<file path="config.mk">
export PLATFORM = sky130hd
export DESIGN_NAME = cluster_noc_txn_throttle
export DESIGN_NICKNAME = d
export VERILOG_FILES = /design/src/rtl/cluster_noc_txn_throttle.sv
export SDC_FILE = /design/constraint.sdc
export NUM_CORES = 1
export LEC_CHECK = 0
export CORE_ASPECT_RATIO = 0.9
export CORE_MARGIN = 1
export CORE_UTILIZATION = 35
export CTS_CLUSTER_DIAMETER = 150
export DETAILED_ROUTE_END_ITERATION = 7
export SLEW_MARGIN = 25
export SYNTH_ARGS = -nofsm -noshare
export SYNTH_HDL_FRONTEND = slang
export SYNTH_SLANG_ARGS = --single-unit
</file>
<file path="constraint.sdc">
create_clock -name clk_i -period 7.65 [get_ports clk_i]
set_input_delay 2.295 -clock clk_i [delete_from_list [all_inputs] [get_ports clk_i]]
set_output_delay 2.295 -clock clk_i [all_outputs]
set_load 0.02 [all_outputs]
</file>
<file path="src/rtl/cluster_noc_txn_throttle.sv">
// Per-port outstanding-transaction throttle in front of a cluster NoC demux.
// Gates AW/AR beats when a target port is saturated, draining, or mis-addressed.

package cluster_noc_txn_throttle_pkg;

    function automatic int idx_width(input int n);
        return (n > 1) ? $clog2(n) : 1;
    endfunction

endpackage

module cluster_noc_txn_throttle
    import cluster_noc_txn_throttle_pkg::*;
#(
    parameter int NumClusters = 4,
    parameter int MaxTxns     = 8,
    localparam int SelWidth   = idx_width(NumClusters + 1),
    localparam int CntWidth   = $clog2(MaxTxns + 1)
) (
    input  logic                clk_i,
    input  logic                rst_i,
    input  logic                aw_valid_i,
    output logic                aw_ready_o,
    input  logic [SelWidth-1:0] aw_sel_i,
    output logic                aw_valid_o,
    input  logic                aw_ready_i,
    input  logic                ar_valid_i,
    output logic                ar_ready_o,
    input  logic [SelWidth-1:0] ar_sel_i,
    output logic                ar_valid_o,
    input  logic                ar_ready_i,
    input  logic                b_done_i,
    input  logic [SelWidth-1:0] b_sel_i,
    input  logic                r_done_i,
    input  logic [SelWidth-1:0] r_sel_i,
    input  logic                drain_req_i,
    output logic                drain_ack_o,
    output logic                busy_o,
    output logic                err_o
);

    localparam int NumPorts = NumClusters + 1;
    localparam logic [SelWidth-1:0] LastSel = SelWidth'(NumClusters);
    localparam logic [CntWidth-1:0] CntMax  = CntWidth'(MaxTxns);
    localparam logic [CntWidth-1:0] CntZero = {CntWidth{1'b0}};
    localparam logic [CntWidth-1:0] CntOne  = {{(CntWidth-1){1'b0}}, 1'b1};

    typedef enum logic [1:0] {
        ST_RUN   = 2'd0,
        ST_DRAIN = 2'd1,
        ST_IDLE  = 2'd2
    } state_e;

    state_e              state_q, state_d;
    logic [CntWidth-1:0] wcnt_q [NumPorts];
    logic [CntWidth-1:0] wcnt_d [NumPorts];
    logic [CntWidth-1:0] rcnt_q [NumPorts];
    logic [CntWidth-1:0] rcnt_d [NumPorts];
    logic                w_inc_s [NumPorts];
    logic                w_dec_s [NumPorts];
    logic                r_inc_s [NumPorts];
    logic                r_dec_s [NumPorts];
    logic                drain_ack_q, drain_ack_d;
    logic                busy_q, busy_d;
    logic                err_q, err_d;

    logic aw_oob_s, ar_oob_s, b_oob_s, r_oob_s;
    logic aw_full_s, ar_full_s;
    logic aw_block_s, ar_block_s;
    logic aw_issue_s, ar_issue_s;
    logic uflow_s, any_nz_s, sel_err_s;

    // A completion on an empty counter saturates at zero; simultaneous issue
    // and completion on the same port cancel out.
    function automatic logic [CntWidth-1:0] next_count(
        input logic [CntWidth-1:0] cnt,
        input logic                inc,
        input logic                dec
    );
        logic [CntWidth-1:0] res;
        case ({inc, dec})
            2'b10:   res = cnt + CntOne;
            2'b01:   res = (cnt == CntZero) ? CntZero : (cnt - CntOne);
            default: res = cnt;
        endcase
        return res;
    endfunction

    // Address-channel gating: saturated port, not running, or bad select.
    always_comb begin
        aw_oob_s  = (aw_sel_i > LastSel);
        ar_oob_s  = (ar_sel_i > LastSel);
        b_oob_s   = (b_sel_i > LastSel);
        r_oob_s   = (r_sel_i > LastSel);
        aw_full_s = 1'b0;
        ar_full_s = 1'b0;
        for (int p = 0; p < NumPorts; p++) begin
            aw_full_s = aw_full_s | ((aw_sel_i == SelWidth'(p)) & (wcnt_q[p] == CntMax));
            ar_full_s = ar_full_s | ((ar_sel_i == SelWidth'(p)) & (rcnt_q[p] == CntMax));
        end
        aw_block_s = aw_full_s | (state_q != ST_RUN) | aw_oob_s;
        ar_block_s = ar_full_s | (state_q != ST_RUN) | ar_oob_s;
    end

    assign aw_valid_o = aw_valid_i & ~aw_block_s;
    assign aw_ready_o = aw_ready_i & ~aw_block_s;
    assign ar_valid_o = ar_valid_i & ~ar_block_s;
    assign ar_ready_o = ar_ready_i & ~ar_block_s;
    assign aw_issue_s = aw_valid_o & aw_ready_i;
    assign ar_issue_s = ar_valid_o & ar_ready_i;

    // Next counter values, underflow detection and sticky error.
    always_comb begin
        uflow_s  = 1'b0;
        any_nz_s = 1'b0;
        for (int p = 0; p < NumPorts; p++) begin
            w_inc_s[p] = aw_issue_s & (aw_sel_i == SelWidth'(p));
            w_dec_s[p] = b_done_i & ~b_oob_s & (b_sel_i == SelWidth'(p));
            r_inc_s[p] = ar_issue_s & (ar_sel_i == SelWidth'(p));
            r_dec_s[p] = r_done_i & ~r_oob_s & (r_sel_i == SelWidth'(p));
            wcnt_d[p]  = next_count(wcnt_q[p], w_inc_s[p], w_dec_s[p]);
            rcnt_d[p]  = next_count(rcnt_q[p], r_inc_s[p], r_dec_s[p]);
            uflow_s    = uflow_s
                       | (w_dec_s[p] & ~w_inc_s[p] & (wcnt_q[p] == CntZero))
                       | (r_dec_s[p] & ~r_inc_s[p] & (rcnt_q[p] == CntZero));
            any_nz_s   = any_nz_s | (wcnt_d[p] != CntZero) | (rcnt_d[p] != CntZero);
        end
        sel_err_s = (aw_valid_i & aw_oob_s) | (ar_valid_i & ar_oob_s)
                  | (b_done_i & b_oob_s) | (r_done_i & r_oob_s);
        err_d     = err_q | uflow_s | sel_err_s;
        busy_d    = any_nz_s;
    end

    // Drain FSM; emptiness is judged on next-cycle counts so same-cycle
    // completions can finish the drain.
    always_comb begin
        state_d = state_q;
        case (state_q)
            ST_RUN: begin
                if (drain_req_i) state_d = ST_DRAIN;
                else             state_d = ST_RUN;
            end
            ST_DRAIN: begin
                if (!drain_req_i)   state_d = ST_RUN;
                else if (!any_nz_s) state_d = ST_IDLE;
                else                state_d = ST_DRAIN;
            end
            ST_IDLE: begin
                if (!drain_req_i) state_d = ST_RUN;
                else              state_d = ST_IDLE;
            end
            default: state_d = ST_RUN;
        endcase
        drain_ack_d = (state_d == ST_IDLE);
    end

    // State, counter and status registers.
    always_ff @(posedge clk_i or posedge rst_i) begin
        if (rst_i) begin
            for (int p = 0; p < NumPorts; p++) begin
                wcnt_q[p] <= CntZero;
                rcnt_q[p] <= CntZero;
            end
            state_q     <= ST_RUN;
            drain_ack_q <= 1'b0;
            busy_q      <= 1'b0;
            err_q       <= 1'b0;
        end else begin
            for (int p = 0; p < NumPorts; p++) begin
                wcnt_q[p] <= wcnt_d[p];
                rcnt_q[p] <= rcnt_d[p];
            end
            state_q     <= state_d;
            drain_ack_q <= drain_ack_d;
            busy_q      <= busy_d;
            err_q       <= err_d;
        end
    end

    assign drain_ack_o = drain_ack_q;
    assign busy_o      = busy_q;
    assign err_o       = err_q;

endmodule

</file>
==> results.ini, run 1 <==
[run_status]
status = finished clean

[synthesis]
netlist_area_sq_um = 4080
async_flop_share = 1.000
synth_flop_cell = dfrtp_1
synth_edf_count = 0
synth_top_cell_area_share = 0.2760
synth-seq-area-share = 0.2760
synth_area_leaders = dfrtp_1 (28%), ha_1 (15%), inv_1 (5.2%), a21oi_1 (4.4%), nand3_1 (3.4%)
ys_ff_latch = 45
syn_avg_cell_area_sq_um = 8.243
yosys_warnings = 0
netlist_instances = 495
synth_fp_nets = 566
synth_top_area_cell = dfrtp_1
ys_types = 54

[critical_path]
worst-r2r-cell-count = 14
worstPathArrival_ps = 4620
worstReg2RegEnd = drain_ack_o
start_kind = input port
timing.rr.start = wcnt_q[0]
path_class = input port to primary output
path_max_fanout = 9
r2r_setup_slack_ps = 3190
end_kind = primary output
cp_data_required_time_ps = 5360

[floorplan]
chipHeight_um = 104.4
die_area_sq_um = 12090
start_util = 0.3583
die_width_um = 115.8
core-area_sq_um = 11390
rows = 37
ioPinCount = 28

[clock_network]
h-tree-depth = 2
cts_buffer_depth = 2
clk_pin_slew_ps = 70
cts_hold_buf = 0
clkSinkCount = 45
post_cts_buffers = 0
insertion_delay_ps = 290
cts_tree = built
cts_root_buf = clkbuf_16
cts_resized = 0
cts_inserted_buffers = 5

[layout]
finalNetCount = 577
fin_area_sq_um = 4622
final_cell_mix = inv_1 (55), ha_1 (50), dfrtp_1 (45)
synthToLayoutAreaGrowth_pct = 13.28
diodes = 0
final_cells = 663
seq_area_sq_um = 1126
drive_gt1_frac = 0.03748
fillers = 1162
final_common_cell = inv_1
multiInputGateArea_sq_um = 2648

[detailed_routing]
routed_wl_mm = 10.12
drt_iter0_drc = 267
num_vias = 3685
route.detailed.drc = 0
viasPerCell = 5.558
ant_nets = 0
first_pass_iters = 5
wl_per_cell_um = 15.26

[grt]
grt_remaining_overflow = 0
grt_pass1_wl_mm = 16.56
grt_usage = 0.1731
grt_pass1_vias = 3474
antenna_found_initial = 0
grt_max_degree = 46

[placed_design]
port_buffers = 27
dpl.cell_count = 655
gp_congestion = 0.8582
post_dp_cell_area_sq_um = 4449
hpwlAfterDp_mm = 7.897
preCtsSetupSlack_ps = 768.8

[pwr]
swShare = 0.3333
power.switching_mw = 0.2460
internal_power_mw = 0.4921
ir_drop_mv = 0.07657
total_leakage_power_nw = 1.962
clkPwrFrac = 0.343
p_total_mw = 0.7380
p_per_area_nw_per_um2 = 159.7
seqPwrFrac = 0.386
combPwrFrac = 0.271

[sta]
worst_slew_pin_slew_ps = 802.1
min_period_ps = 6916
setup_viol = 0
rsz0062_at_grt = false
slew_viol_final = 0
slew_headroom = 0.4653
setup_tns_ps = 0
fin_ws_ps = 734.3
hold_violations = 0
maxClockFrequency_ghz = 0.1446
fin_worst_skew_ps = 6.963
finalCritPeriodShare = 0.9040

[worst_hold_path]
holdCritStartpoint = state_q[0]
hold_end = state_q[0]
hold_class = flip-flop to flip-flop
hold_depth = 1

[flow_run]
drv_cap = 0

[metal layers]
layer | vias to the layer above | track usage | part of all wire | wire, um
met5 | - | 0 | 0 | 0
met4 | 0 | 0.05037 | 0.017 | 174
met3 | 13 | 0.02797 | 0.035 | 352
met2 | 77 | 0.2844 | 0.47 | 4786
met1 | 1767 | 0.2314 | 0.48 | 4807
li1 | 1828 | - | - | -
[kinds of logic after synthesis]
logic type,after synthesis,synth area share
DFF,45,0.2760
xor gates and xnor gates,3,0.006441
buffers and inverters,79,0.07513
and+or+nand+nor,180,0.2582
adders and majority gates,50,0.1533
muxes,1,0.002760
AOI/OAI and AO/OA,137,0.2282
[stage by stage]
step                hold slack, ps  utilization
floorplan                    489.5            -
global placement             520.5       0.3907
detailed placement           535.1       0.3907
CTS                          548.9       0.4057
global route                 566.4       0.4058
finish                       552.6       0.4058
[how the worst max path moves through the flow]
stage | start | to | slack [ps] | depth (start not counted)
final | aw_sel_i[0] | aw_ready_o | 730 | 5
after global placement | aw_sel_i[0] | aw_ready_o | 820 | 5
after floorplan | ar_sel_i[1] | state_q[0] | 1760 | 17
after CTS | aw_sel_i[0] | aw_ready_o | 750 | 5
after global routing | aw_sel_i[0] | aw_ready_o | 660 | 5
after detailed placement | aw_sel_i[0] | aw_ready_o | 770 | 5
[critical path, stage by stage]
cell	delay (ps)
clkdlybuf4s50_1	550
a311o_1	380
a2111oi_0	520
and2_1	260
clkdlybuf4s50_1	620
[cells in the mapped netlist, types with 4 or more instances]
master / count
clkbuf_1: 17
nor2_1: 20
nand4_1: 12
nor2b_1: 9
nor3_1: 15
buf_2: 4
or3b_1: 5
nand3b_1: 13
a2111oi_0: 4
a211o_1: 4
or3b_2: 5
nand2_1: 31
o21ai_0: 13
o31ai_1: 8
a31oi_1: 5
a211oi_1: 8
nand3_1: 28
and3b_1: 6
nor4_1: 6
a32oi_1: 6
dfrtp_1: 45
a22oi_1: 8
a21oi_1: 36
and2_1: 7
nand2b_1: 5
a21o_1: 10
o211ai_1: 15
o21a_1: 5
inv_1: 56
ha_1: 50
[flip-flops by register name (all words and copies together) (netlist names)]
signal and count:
busy_o 1, rcnt_q 20, drain_ack_o 1, state_q 2, err_o 1, wcnt_q 20
[area by class of cell]
| cell class | instances | share of cell area |
|---|---|---|
| Timing Repair Buffer | 27 | 0.05847 |
| Sequential cell | 45 | 0.2436 |
| Multi-Input combinational cell | 371 | 0.5728 |
| Clock inverter | 3 | 0.01002 |
| Clock buffer | 5 | 0.02707 |
| Inverter | 56 | 0.04575 |
| Tap cell | 156 | 0.04223 |
[power groups by stage]
stage	clock, mW	sequential, mW	combinational [mW]
after detailed placement	0	0.289	0.198
after CTS	0.255	0.284	0.198
after global placement	0	0.288	0.193
final	0.253	0.285	0.200
after floorplan	0	0.281	0.146
after global routing	0.264	0.289	0.220
Power figures use the tool's default switching activity.
==> inputs of run 2 (changes only) <==
- CAP_MARGIN: default -> 20
- CTS_BUF_LIST: default -> sky130_fd_sc_hd__clkbuf_8
- REMOVE_ABC_BUFFERS: default -> 1
==> results.ini, run 2 (synthesis gave the netlist of run 1 again) <==
[floorplan]
rows = 37  ; unchanged
die_area_sq_um = 12090  ; unchanged
chipHeight_um = 104.4  ; unchanged
ioPinCount = 28  ; unchanged
core-area_sq_um = 11390  ; unchanged
start_util = 0.3583  ; unchanged
die_width_um = 115.8  ; unchanged

[sta]
setup_tns_ps = 0  ; unchanged
maxClockFrequency_ghz = 0.1446  ; about the same
min_period_ps = 6915  ; -0.6300 ps
rsz0062_at_grt = false
slew_viol_final = 0  ; unchanged
setup_viol = 0  ; unchanged
slew_headroom = 0.4592  ; -0.006103
fin_worst_skew_ps = 16.57  ; +9.611 ps
hold_violations = 0  ; unchanged
finalCritPeriodShare = 0.9039  ; about the same
worst_slew_pin_slew_ps = 810.3  ; +8.212 ps

[detailed_routing]
viasPerCell = 5.624  ; +1.2%
first_pass_iters = 4  ; -1
ant_nets = 0  ; unchanged
route.detailed.drc = 0  ; unchanged
drt_iter0_drc = 219  ; -18%
routed_wl_mm = 10.17  ; +0.52%
met1_length_mm = 4.795  ; -0.25%
met2_length_mm = 4.853  ; +1.4%
num_vias = 3729  ; +1.2%
top_layer = met4
met3_length_um = 382  ; +8.5%
wl_per_cell_um = 15.34  ; +0.52%

[placed_design]
post_dp_cell_area_sq_um = 4449  ; unchanged
port_buffers = 27  ; unchanged
hpwlAfterDp_mm = 7.897  ; about the same
gp_congestion = 0.8807  ; +2.6%

[layout]
fin_util = 0.3994  ; -0.006482
reg_top3 = rcnt_q: 20 flops, wcnt_q: 20 flops, state_q: 2 flops
seq_area_sq_um = 1126  ; unchanged
final_cell_mix = inv_1 (55), ha_1 (50), dfrtp_1 (45)
finalNetCount = 577  ; unchanged
diodes = 0  ; unchanged
multiInputGateArea_sq_um = 2648  ; unchanged
drive_gt1_frac = 0.03748  ; unchanged
fin_area_sq_um = 4548  ; -1.6%
fillers = 1195  ; +2.8%
synthToLayoutAreaGrowth_pct = 11.47
final_common_cell = inv_1

[pwr]
total_leakage_power_nw = 1.933  ; -1.5%
ir_drop_mv = 0.07127  ; -6.9%
p_per_area_nw_per_um2 = 143.0  ; -10%

[worst_hold_path]
holdCritStartpoint = state_q[1]
hold_depth = 2  ; +1
hold_class = flip-flop to flip-flop
hold_end = state_q[0]

[critical_path]
path_max_fanout = 9  ; unchanged
start_kind = input port
end_kind = primary output
worst-r2r-cell-count = 17  ; +3
path_class = input port to primary output
r2r_setup_slack_ps = 3090  ; -100 ps
worstReg2RegEnd = state_q[0]
worstPathArrival_ps = 4620  ; about the same
cp_data_required_time_ps = 5360  ; about the same
timing.rr.start = rcnt_q[12]

[clock_network]
cts_tree = built
cts_inserted_buffers = 5  ; unchanged
clkSinkCount = 45  ; unchanged
clk_pin_slew_ps = 110  ; +40 ps
cts_hold_buf = 0  ; unchanged
post_cts_buffers = 0  ; unchanged
cts_resized = 0  ; unchanged
h-tree-depth = 2  ; unchanged
cts_root_buf = clkbuf_8
insertion_delay_ps = 310  ; +20 ps
cts_buffer_depth = 2  ; unchanged

[grt]
grt_remaining_overflow = 0  ; unchanged
grt_pass1_vias = 3451  ; -0.66%
grt_max_degree = 46  ; unchanged
grt_pass1_wl_mm = 16.89  ; +2.0%
antenna_found_initial = 0  ; unchanged
grt_usage = 0.1740  ; +0.0009035

[flow_run]
drv_cap = 0  ; unchanged

[run_status]
status = finished clean

[run 2: final cells by class]
type / instances / share of cell area
multi-input cells: 371 / 0.5821
flip-flops and latches: 45 / 0.2476
repair buffers: 27 / 0.05942
inverters: 56 / 0.04649
well taps: 156 / 0.04292
clock buffers: 5 / 0.01513
clock inverters: 3 / 0.006327
[run 2: metrics by stage]
step / setup slack [ps] / hold slack [ps] / cells / power [mW]
after floorplan: 2029 / 489.5 / 472 / 0.4199
after global placement: 840.5 / 516.3 / 655 / 0.4803
after detailed placement: 750.9 / 550.7 / 655 / 0.4854
after CTS: 755.6 / 563.3 / 663 / 0.6523
after global routing: 542.8 / 607.3 / 663 / 0.6928
final: 734.9 / 557.9 / 663 / 0.6503
[run 2: power by group]
part	total, mW	internal (mW)	switching, mW
clock	0.167	0.0692	0.0974
combinational	0.199	0.0805	0.119
sequential	0.285	0.257	0.0277
total	0.650	0.407	0.244
[run 2: worst max-delay path, cell delays in order]
cell,delay (ps)
clkdlybuf4s50_1,550
a311o_1,380
a2111oi_0,500
and2_1,260
clkdlybuf4s50_1,630
[run 2: worst max path at each step]
stage | end | cells past startpoint | start | slack (ps)
6_report | aw_ready_o | 5 | aw_sel_i[0] | 730
5_1_grt | aw_ready_o | 5 | aw_sel_i[0] | 540
4_1_cts | aw_ready_o | 5 | aw_sel_i[0] | 760
3_5_place_dp | aw_ready_o | 5 | aw_sel_i[0] | 750
3_3_place_gp | aw_ready_o | 5 | aw_sel_i[0] | 840
2_1_floorplan | aw_ready_o | 3 | aw_sel_i[0] | 2030
[run 2: metal layers]
layer / global-route usage / vias to the layer above
li1: - / 1845
met1: 0.2440 / 1809
met2: 0.2819 / 67
met3: 0.02448 / 8
met4: 0.03663 / 0
met5: 0 / -
==> inputs of run 3 (changes only) <==
- CORE_UTILIZATION: 35 -> 40
==> results.ini, run 3 (synthesis gave the netlist of run 1 again) <==
[critical_path]
path_class = input port to primary output
r2r_setup_slack_ps = 3090  ; about the same
end_kind = primary output
cp_data_required_time_ps = 5360  ; about the same
path_common_cell = clkdlybuf4s50_1
worstReg2RegEnd = state_q[0]
cp_slowest_cell = clkdlybuf4s50_1
start_kind = input port
slowest_delay_ps = 620  ; about the same
worst-r2r-cell-count = 17  ; unchanged
path_max_fanout = 9  ; unchanged
worstPathArrival_ps = 4600  ; -20 ps
timing.rr.start = rcnt_q[4]
crit_path_cell_trace = clkdlybuf4s50_1 -> a311o_1 -> a2111oi_0 -> and2_1 -> clkdlybuf4s50_1

[layout]
synthToLayoutAreaGrowth_pct = 10.46
final_common_cell = inv_1
reg_top3 = rcnt_q: 20 flops, wcnt_q: 20 flops, state_q: 2 flops
diodes = 0  ; unchanged
fillers = 951  ; -20%
finalNetCount = 577  ; unchanged
seq_area_sq_um = 1126  ; unchanged
final_cell_mix = inv_1 (55), ha_1 (50), dfrtp_1 (45)
final_cells = 633  ; -4.5%
drive_gt1_frac = 0.03748  ; unchanged
multiInputGateArea_sq_um = 2648  ; unchanged

[pwr]
total_leakage_power_nw = 1.927  ; -0.33%
ir_drop_mv = 0.07302  ; +2.4%
p_per_area_nw_per_um2 = 142.7  ; -0.19%
clkPwrFrac = 0.246  ; -0.010
power.switching_mw = 0.2399  ; -1.6%
combPwrFrac = 0.311  ; +0.005
seqPwrFrac = 0.443  ; +0.005
swShare = 0.3730  ; -0.001804
internal_power_mw = 0.4032  ; -0.81%

[clock_network]
cts_hold_buf = 0  ; unchanged
cts_resized = 0  ; unchanged
clkSinkCount = 45  ; unchanged
cts_root_buf = clkbuf_8
cts_tree = built
cts_buffer_depth = 2  ; unchanged
cts_inserted_buffers = 5  ; unchanged
clk_pin_slew_ps = 100  ; about the same
insertion_delay_ps = 310  ; about the same
post_cts_buffers = 0  ; unchanged
h-tree-depth = 2  ; unchanged

[floorplan]
core-area_sq_um = 9784  ; -14%
rows = 34  ; -8.1%
die_area_sq_um = 10610  ; -12%
ioPinCount = 28  ; unchanged
die_width_um = 108.5  ; -6.3%
start_util = 0.4170  ; +0.05873
chipHeight_um = 97.82  ; -6.3%

[sta]
slew_headroom = 0.4617  ; +0.002531
setup_tns_ps = 0  ; unchanged
worst_slew_pin_slew_ps = 806.5  ; -3.792 ps
maxClockFrequency_ghz = 0.1451  ; +0.33%
setup_viol = 0  ; unchanged
finalCritPeriodShare = 0.9010  ; -0.002940
min_period_ps = 6893  ; -22.49 ps
slew_viol_final = 0  ; unchanged
hold_violations = 0  ; unchanged
rsz0062_at_grt = false
fin_worst_skew_ps = 11.96  ; -4.616 ps

[placed_design]
hpwlAfterDp_mm = 7.874  ; -0.30%
gp_congestion = 0.8510  ; -3.4%
port_buffers = 27  ; unchanged
dpl.cell_count = 625  ; -4.6%

[worst_hold_path]
hold_depth = 1  ; -1
hold_class = flip-flop to flip-flop
holdCritStartpoint = state_q[0]
hold_end = state_q[0]

[grt]
grt_remaining_overflow = 0  ; unchanged
grt_max_degree = 46  ; unchanged
grt_pass1_vias = 3425  ; -0.75%
antenna_found_initial = 0  ; unchanged
grt_usage = 0.2005  ; +0.02645
grt_pass1_wl_mm = 16.95  ; +0.33%

[run_status]
status = finished clean

[detailed_routing]
first_pass_iters = 5  ; +1
routed_wl_mm = 10.11  ; -0.58%
num_vias = 3646  ; -2.2%
drt_iter0_drc = 205  ; -6.4%
ant_nets = 0  ; unchanged
wl_per_cell_um = 15.98  ; +4.1%
route.detailed.drc = 0  ; unchanged
viasPerCell = 5.760  ; +2.4%

[flow_run]
drv_cap = 0  ; unchanged

-- run 3: cell types whose count changed in the layout (fill, tap and decap cells not counted) --
cell,delta
clkinvlp_4,+1
clkinv_4,+1
inv_8,-1
inv_6,-1
-- run 3: routing by layer --
layer,vias to the layer above,track usage,share of wire
li1,1833,-,-
met1,1735,0.2845,0.50
met2,69,0.3208,0.47
met3,9,0.02804,0.025
met4,0,0.04678,0.0093
met5,-,0,0
-- run 3: how the worst max path moves through the flow --
stage | start | end | slack (ps) | cells past startpoint
global route | aw_sel_i[0] | aw_ready_o | 590 | 5
global placement | aw_sel_i[0] | aw_ready_o | 820 | 5
finish | aw_sel_i[0] | aw_ready_o | 760 | 5
CTS | aw_sel_i[0] | aw_ready_o | 750 | 5
detailed placement | aw_sel_i[0] | aw_ready_o | 760 | 5
floorplan | aw_sel_i[0] | aw_ready_o | 2030 | 3
-- run 3: through the flow --
step | setup WS, ps | power (mW) | utilization | hold WS, ps | area (sq um)
after global routing | 594.4 | 0.6861 | 0.4606 | 606.2 | 4507
after global placement | 823.8 | 0.4832 | 0.4509 | 513.4 | 4412
after floorplan | 2029 | 0.4199 | - | 489.5 | 3984
after detailed placement | 758.2 | 0.4872 | 0.4509 | 529.1 | 4412
after CTS | 750.5 | 0.6476 | 0.4605 | 541.8 | 4506
final | 757.4 | 0.6432 | 0.4606 | 538.2 | 4507
-- run 3: area by class of cell --
cell class	instances	share of cell area
Tap cell	126	0.03498
Timing Repair Buffer	27	0.05997
Inverter	56	0.04692
Sequential cell	45	0.2499
Multi-Input combinational cell	371	0.5875
Clock inverter	3	0.005552
Clock buffer	5	0.01527
-- run 3: worst max-delay path, delay by kind of cell --
family / cells / cell delay [ps]
buffers and inverters: 2 / 1160
AO/OA/AOI/OAI: 2 / 870
AND/OR/NAND/NOR: 1 / 260
-- run 3: power groups by stage --
| stage | logic (mW) | registers [mW] | clock network [mW] |
|---|---|---|---|
| 2_1_floorplan | 0.138 | 0.281 | 0 |
| 3_3_place_gp | 0.195 | 0.288 | 0 |
| 3_5_place_dp | 0.199 | 0.288 | 0 |
| 4_1_cts | 0.200 | 0.284 | 0.163 |
| 5_1_grt | 0.222 | 0.289 | 0.175 |
| 6_report | 0.200 | 0.285 | 0.159 |
